## src/rtl/uart_pkg.sv

```systemverilog
// Shared types and helpers for the UART receive path.
package uart_pkg;

   typedef enum logic [2:0] {
      IDLE  = 3'd0,
      START = 3'd1,
      DATA  = 3'd2,
      STOP  = 3'd3,
      BREAK = 3'd4
   } uart_rx_state_t;

   localparam int UART_DATA_BITS = 8;

   // Two-of-three vote used to reject single-sample line glitches.
   function automatic logic maj3(input logic [2:0] v);
      return (v[0] & v[1]) | (v[0] & v[2]) | (v[1] & v[2]);
   endfunction

endpackage

```

## src/rtl/sync_2ff.sv

```systemverilog
// Generic two-flop synchroniser for a single asynchronous input bit.
module sync_2ff #(
   parameter logic RST_VAL = 1'b1
) (
   input  logic clk_in,
   input  logic rst_in,
   input  logic d_in,
   output logic q_out
);

   logic r_meta;
   logic r_sync;

   // Two-stage capture of the asynchronous input.
   always_ff @(posedge clk_in or posedge rst_in) begin
      if (rst_in) begin
         r_meta <= RST_VAL;
         r_sync <= RST_VAL;
      end else begin
         r_meta <= d_in;
         r_sync <= r_meta;
      end
   end

   assign q_out = r_sync;

endmodule

```

## src/rtl/uart_byte_rx.sv

```systemverilog
// 8N1 UART receiver: synchronised input, 3-sample majority vote, one-cycle byte
// and framing-error strobes.
module uart_byte_rx
   import uart_pkg::*;
#(
   parameter int CLKS_PER_BIT = 25
) (
   input  logic                      clk_in,
   input  logic                      rst_in,
   input  logic                      rx_in,
   output logic [UART_DATA_BITS-1:0] data_out,
   output logic                      valid_out,
   output logic                      framing_error_out,
   output logic                      busy_out
);

   localparam int CNT_W = $clog2(CLKS_PER_BIT);
   localparam int BIT_W = $clog2(UART_DATA_BITS);
   localparam logic [CNT_W-1:0] HALF_LAST = CNT_W'(CLKS_PER_BIT / 2 - 1);
   localparam logic [CNT_W-1:0] BIT_LAST  = CNT_W'(CLKS_PER_BIT - 1);
   localparam logic [BIT_W-1:0] DATA_LAST = BIT_W'(UART_DATA_BITS - 1);

   logic                      w_rx_s;
   logic                      w_maj;
   logic [2:0]                r_hist;
   uart_rx_state_t            r_state;
   uart_rx_state_t            w_state_nxt;
   logic [CNT_W-1:0]          r_cyc_cnt;
   logic [CNT_W-1:0]          w_cyc_nxt;
   logic [BIT_W-1:0]          r_bit_cnt;
   logic [BIT_W-1:0]          w_bit_nxt;
   logic [UART_DATA_BITS-1:0] r_shreg;
   logic [UART_DATA_BITS-1:0] w_shreg_nxt;
   logic [UART_DATA_BITS-1:0] r_data;
   logic [UART_DATA_BITS-1:0] w_data_nxt;
   logic                      r_valid;
   logic                      w_valid_nxt;
   logic                      r_ferr;
   logic                      w_ferr_nxt;
   logic                      r_busy;

   sync_2ff #(
      .RST_VAL (1'b1)
   ) u_rx_sync (
      .clk_in (clk_in),
      .rst_in (rst_in),
      .d_in   (rx_in),
      .q_out  (w_rx_s)
   );

   assign w_maj = maj3(r_hist);

   // History of the synchronised line feeding the majority vote.
   always_ff @(posedge clk_in or posedge rst_in) begin
      if (rst_in) begin
         r_hist <= 3'b111;
      end else begin
         r_hist <= {r_hist[1:0], w_rx_s};
      end
   end

   // FSM state register.
   always_ff @(posedge clk_in or posedge rst_in) begin
      if (rst_in) begin
         r_state <= IDLE;
      end else begin
         r_state <= w_state_nxt;
      end
   end

   // Next-state, counters, shift register and output strobes.
   always_comb begin
      w_state_nxt = r_state;
      w_cyc_nxt   = r_cyc_cnt + CNT_W'(1);
      w_bit_nxt   = r_bit_cnt;
      w_shreg_nxt = r_shreg;
      w_data_nxt  = r_data;
      w_valid_nxt = 1'b0;
      w_ferr_nxt  = 1'b0;
      case (r_state)
         IDLE: begin
            w_cyc_nxt = '0;
            w_bit_nxt = '0;
            if (!w_rx_s) begin
               w_state_nxt = START;
            end else begin
               w_state_nxt = IDLE;
            end
         end
         START: begin
            if (r_cyc_cnt == HALF_LAST) begin
               w_cyc_nxt = '0;
               if (w_maj) begin
                  w_state_nxt = IDLE;
               end else begin
                  w_state_nxt = DATA;
               end
            end else begin
               w_state_nxt = START;
            end
         end
         DATA: begin
            if (r_cyc_cnt == BIT_LAST) begin
               w_cyc_nxt   = '0;
               w_shreg_nxt = {w_maj, r_shreg[UART_DATA_BITS-1:1]};
               if (r_bit_cnt == DATA_LAST) begin
                  w_state_nxt = STOP;
               end else begin
                  w_bit_nxt = r_bit_cnt + BIT_W'(1);
               end
            end else begin
               w_state_nxt = DATA;
            end
         end
         STOP: begin
            // Leaving at mid-stop lets a following start bit be caught with no idle gap.
            if (r_cyc_cnt == BIT_LAST) begin
               w_cyc_nxt = '0;
               if (w_maj) begin
                  w_data_nxt  = r_shreg;
                  w_valid_nxt = 1'b1;
                  w_state_nxt = IDLE;
               end else begin
                  w_ferr_nxt  = 1'b1;
                  w_state_nxt = BREAK;
               end
            end else begin
               w_state_nxt = STOP;
            end
         end
         BREAK: begin
            w_cyc_nxt = '0;
            if (w_rx_s) begin
               w_state_nxt = IDLE;
            end else begin
               w_state_nxt = BREAK;
            end
         end
         default: begin
            w_cyc_nxt   = '0;
            w_state_nxt = IDLE;
         end
      endcase
   end

   // Datapath registers and registered outputs.
   always_ff @(posedge clk_in or posedge rst_in) begin
      if (rst_in) begin
         r_cyc_cnt <= '0;
         r_bit_cnt <= '0;
         r_shreg   <= '0;
         r_data    <= '0;
         r_valid   <= 1'b0;
         r_ferr    <= 1'b0;
         r_busy    <= 1'b0;
      end else begin
         r_cyc_cnt <= w_cyc_nxt;
         r_bit_cnt <= w_bit_nxt;
         r_shreg   <= w_shreg_nxt;
         r_data    <= w_data_nxt;
         r_valid   <= w_valid_nxt;
         r_ferr    <= w_ferr_nxt;
         r_busy    <= (w_state_nxt != IDLE);
      end
   end

   assign data_out          = r_data;
   assign valid_out         = r_valid;
   assign framing_error_out = r_ferr;
   assign busy_out          = r_busy;

endmodule

```

## config.mk

```make
export PLATFORM = sky130hd
export DESIGN_NAME = uart_byte_rx
export DESIGN_NICKNAME = d
export VERILOG_FILES = /design/src/rtl/uart_pkg.sv /design/src/rtl/sync_2ff.sv /design/src/rtl/uart_byte_rx.sv
export SDC_FILE = /design/constraint.sdc
export NUM_CORES = 1
export LEC_CHECK = 0
export BUFFER_PORTS_ARGS = -buffer_cell sky130_fd_sc_hd__buf_2
export CORE_UTILIZATION = 40
export CTS_BUF_LIST = sky130_fd_sc_hd__clkbuf_8
export CTS_CLUSTER_DIAMETER = 80
export DETAILED_ROUTE_END_ITERATION = 6
export GPL_TIMING_DRIVEN = 0
export PLACE_DENSITY = 0.66
export SLEW_MARGIN = 20
export SYNTH_ARGS = -nofsm -noshare
export SYNTH_HDL_FRONTEND = slang
export SYNTH_HIERARCHICAL = 1
export SYNTH_SLANG_ARGS = --single-unit
```

## constraint.sdc

```tcl
create_clock -name clk_in -period 3.4 [get_ports clk_in]
set_input_delay 0.51 -clock clk_in [delete_from_list [all_inputs] [get_ports clk_in]]
set_output_delay 0.51 -clock clk_in [all_outputs]
set_load 0.02 [all_outputs]
```

# After elaboration in Yosys (flattened, before gate mapping)
# Cells that the tools add are included.
# totals
rom_bits	0
memories	0
register_bits	35
mem_bits_rw	0
wordCells	55
latch_bits	0
# op_classes
mul	0
n_eq_ne	9
n_shift	0
n_reduce_logical	7
div	0
n_mux	21
magnitude_cmp	0
add_sub_neg	2
bitwise	5
# ops
op	count
3-bit 2-to-1 mux	8
3-bit one-hot mux with 5 select lines	1
5-bit 2-to-1 mux	2
5-bit one-hot mux with 2 select lines	1
1-bit 2-to-1 mux	7
3-bit by 2-bit == test with 1-bit output (second input constant)	2
3-bit == test (second input constant)	2
3-bit one-hot mux with 2 select lines	1
3-bit AND reduction	2
5-bit by 1-bit adder with 5-bit output (second input constant)	1
5-bit by 4-bit == test with 1-bit output (second input constant)	1
5-bit == test (second input constant)	1
2-bit inequality test (second input constant)	2
3-bit by 1-bit adder with 3-bit output (second input constant)	1
1-bit AND	3
3-bit by 1-bit == test with 1-bit output (second input constant)	1
3-bit zero test	1
3-bit nonzero test	1
2-bit 2-to-1 mux	1
1-bit bitwise OR	2
2-bit AND reduction	1
2-bit nonzero test	1
2-bit OR reduction	1

# Logic depth before layout (Yosys ltp)
# depth
ltp_word	7
ltp_mapped	6
mapped_depth_nobuf	6

# Modules after synthesis
# The synthesis kept the hierarchy.
# modules_own_cells
mod	instances	area_each_um2	cells_each
uart_byte_rx	1	1432.6	105
sync_2ff	1	56.3	3

# Worst setup path after synthesis
# No wires, ideal clock.
# synth_path
kind	register to register
startpoint	register r_cyc_cnt[0]
endpoint	register r_busy, in the netlist busy_out
arrival_time_ps	1503
path_stages_with_launch	7
setup_ps	131
slack_ps	1766
required_time_ps	3269
cell_sequence	dfrtp_1 > inv_1 > ha_1 > and4b_1 > a21oi_1 > a41o_1 > or3_1
# synth_between
elab_chain_len	4
elab_cells_between_ends	7
classes_between	eq/ne (2); mux (4); reduce/logical (1)
# synth_rtl
element	line	rtl
from (decl)	uart_byte_rx.sv:28	logic [CNT_W-1:0] r_cyc_cnt;
from (signal assigned)	uart_byte_rx.sv:157	r_cyc_cnt <= w_cyc_nxt;
5-bit == test / 5-bit by 4-bit == test with 1-bit output (equally long branches)	uart_byte_rx.sv:103, uart_byte_rx.sv:117, uart_byte_rx.sv:91	
3-bit 2-to-1 mux, on equally long branches	uart_byte_rx.sv:117, uart_byte_rx.sv:91, uart_byte_rx.sv:103	
3-bit one-hot mux with 5 select lines *	uart_byte_rx.sv:80	case (r_state)
via w_state_nxt[1]	uart_byte_rx.sv:27	uart_rx_state_t w_state_nxt;
3-bit nonzero test *	uart_byte_rx.sv:163	r_busy <= (w_state_nxt != IDLE);
to (signal assigned)	uart_byte_rx.sv:163	
to (decl)	uart_byte_rx.sv:40	logic r_busy;
# The timed path passes the listed nets; every way through them passes the cells marked *.
# A chain may end at the register's enable or synchronous reset.

# Worst setup path in the final report
# layout_path
startpoint	register r_cyc_cnt[0]
endpoint	register r_shreg[6]
# layout_between
elab_chain_len	2
# layout_rtl
element	line	rtl
5-bit == test	uart_byte_rx.sv:103	if (r_cyc_cnt == BIT_LAST) begin
2-bit AND reduction (no source line)	n/a	
to (signal assigned)	uart_byte_rx.sv:159	r_shreg <= w_shreg_nxt;
to (decl)	uart_byte_rx.sv:32	logic [UART_DATA_BITS-1:0] r_shreg;
# Every way passes these cells.

==> metrics.yaml <==
postCtsHoldBufs: 0
root_buffer: "clkbuf_8"
rows: 21
gp_congestion: 0.8124
cp.arrival_ps: 1960
leakagePower_nw: 0.8857
synth_area_sq_um: 1489
yosys_warnings: 6
r2r_setup_slack_ps: 1600
slew_headroom_pct: 55.77
start_kind: "register"
die_w_um: 63.01
yosysUniqueCellTypes: 35
synth.net_count: 115
cts_resized: 0
io_buffers: 13
comb_power_share_pct: 21.6
synthCells: 108
outcome: "finished clean"
layout_commonest_cell: "dfrtp_1"
dr.pass1.iters: 4
yosys.area.top_type: "dfrtp_1"
async_flop_share_pct: 100.0
fin_worst_skew_ps: 5.472
syn_to_final_growth_pct: 13.61
grt_setup_unrepaired: "no"
cp.buffers_inverters: 1
slew_viol_final: 0
cp-end-kind: "register"
tightest_slew_ps: 662.4
yosysSeqAreaShare_pct: 59.24
ant_nets: 0
cpPeakStageDelay_ps: 410
cts_num_sinks: 35
cts_buffers: 5
cts.clk_slew.worst_paths_ps: 60
io_pins: 14
synth_ff_type: "dfrtp_1"
p_per_area_nw_per_um2: 581.5
hold_viol: 0
final_nets: 135
finalSetupViolCount: 0
layout_common_cells: "dfrtp_1 (30), buf_2 (13), mux2_2 (11)"
fmax_ghz: 0.5550
ir_worst_vdd_mv: 0.2552
swShare_pct: 30.16
grt-ovfl-total: 0
cp_top_family: "simple AND/OR/NAND/NOR gates"
cp.required_ps: 3560
p_clk_share_pct: 26.9
ys_ff_latch: 35
die-height_um: 63.01
routedWlPerCell_um: 13.62
internal-power_w: 0.0006870
initial_utilization_pct: 43.26
synth_edf_count: 0
first_global_vias: 939
synth.avg_cell_area_sq_um: 13.79
core_area_sq_um: 3442
dieArea_sq_um: 3970
h-tree-depth: 2
tritoncts: "built"
fin_crit_sh_pct: 53.00
layout_min_cycle_time_ps: 1802
antenna_found_initial: 0
synth.area.top_cells: "dfrtp_1 (50%), dfstp_2 (8.8%), mux2_2 (8.3%), mux2_1 (4.5%), ha_1 (3.4%)"
path_cells: "inv_1 > ha_1 > nand4b_4 > nor3_4 > mux2_2"
drt_iter0_drc: 25
cts.path.max_buffers: 2
fin_tns_setup_ps: 0
drt-vias-per-instance: 5.051
seqPwrFrac_pct: 51.5
diodes: 0
grt_pass1_wl_um: 4347
reg2reg_from: "r_cyc_cnt[0]"
cts_setup_buffers: 0
drc: 0
synth_top_area_share_pct: 50.42
grt_usage_pct: 14.67
path_max_fanout: 8
dp_slack_ps: 1602
critPathKind: "register to register"
critPathSlowestCell: "dfrtp_1"
dpl.cell_count: 167
dpl.hpwl_um: 1721
wirelength_um: 2383
grt_max_degree: 34
drive_gt1_share_pct: 31.78
min_path_type: "input port to asynchronous set/reset pin"
p_switching_w: 0.0002966
timing.final.ws_setup_ps: 1598
vias: 884
clock_latency_ps: 280
drv_cap: 0
worst-r2r-cell-count: 5
fin_cells: 175
r2r-end: "r_shreg[6]"
## through the flow
step	util, %	cell area, sq um	hold slack (ps)	power [W]
after floorplan	-	1489	345.2	0.0006772
after global placement	46.82	1612	346.1	0.0007150
after detailed placement	46.82	1612	349.3	0.0007274
after CTS	49.15	1692	260.7	0.0009955
after global routing	49.15	1692	267.9	0.001048
final	49.15	1692	264.9	0.0009836
## power groups by stage
stage | registers (W) | logic [W] | clock network [W]
after global placement | 0.000508 | 0.000207 | 0
after detailed placement | 0.000514 | 0.000214 | 0
final | 0.000506 | 0.000213 | 0.000265
after CTS | 0.000506 | 0.000215 | 0.000274
after global routing | 0.000513 | 0.000241 | 0.000294
after floorplan | 0.000505 | 0.000172 | 0
## cells in the mapped netlist, types with 2 or more instances
cell type / instances
mux2_2: 11
a21o_1: 2
inv_1: 4
nand2_1: 3
dfstp_2: 5
o21ai_0: 2
dfrtp_1: 30
nand3_1: 3
ha_1: 4
a311oi_1: 2
mux2_1: 6
a22o_1: 2
nor2b_1: 2
xor2_1: 2
a21oi_1: 2
nor2_1: 9
## registers in the layout, indices dropped and copies added (netlist names)
register,count
data_out,8
valid_out,1
r_shreg,8
busy_out,1
r_cyc_cnt,5
u_rx_sync/q_out,1
r_bit_cnt,3
r_state,3
u_rx_sync/r_meta,1
r_hist,3
framing_error_out,1
## worst max path at each step
stage / startpoint / endpoint / slack [ps] / depth (start not counted)
2_1_floorplan: r_cyc_cnt[0] / busy_out / 1770 / 6
3_3_place_gp: r_cyc_cnt[0] / r_shreg[4] / 1630 / 5
3_5_place_dp: r_cyc_cnt[0] / r_shreg[5] / 1600 / 5
4_1_cts: r_cyc_cnt[0] / r_shreg[2] / 1590 / 5
5_1_grt: r_cyc_cnt[0] / data_out[1] / 1500 / 6
6_report: r_cyc_cnt[0] / r_shreg[6] / 1600 / 5
## final cells by class
cell class                 instances  area (sq um)
fill                             309          1750
sequential                        35         882.1
multi-input combinational         67         576.8
clock buffer                       5         68.82
timing repair buffer              13         65.06
tap                               46         57.56
buffer                             2         15.01
inverter                           4         15.01
clock inverter                     3         11.26
## logic make-up after synthesis
group | Yosys count | synth area share [%]
DFF | 35 | 59.24
and+or+nand+nor | 29 | 13.61
muxes | 17 | 12.86
AOI/OAI and AO/OA | 14 | 7.143
buffers and inverters | 6 | 2.016
adders and majority gates | 4 | 3.361
xor gates and xnor gates | 3 | 1.765
## routing by layer
metal	part of all wire (%)	global-route usage (%)	wire length, um	vias to the layer above
met5	0	0	0	-
met4	1.1	6.977	27	0
met3	3.4	5.474	80	4
met2	49	22.45	1176	16
met1	46	18.17	1098	442
li1	-	-	-	422
(Power assumes the default switching activity.)
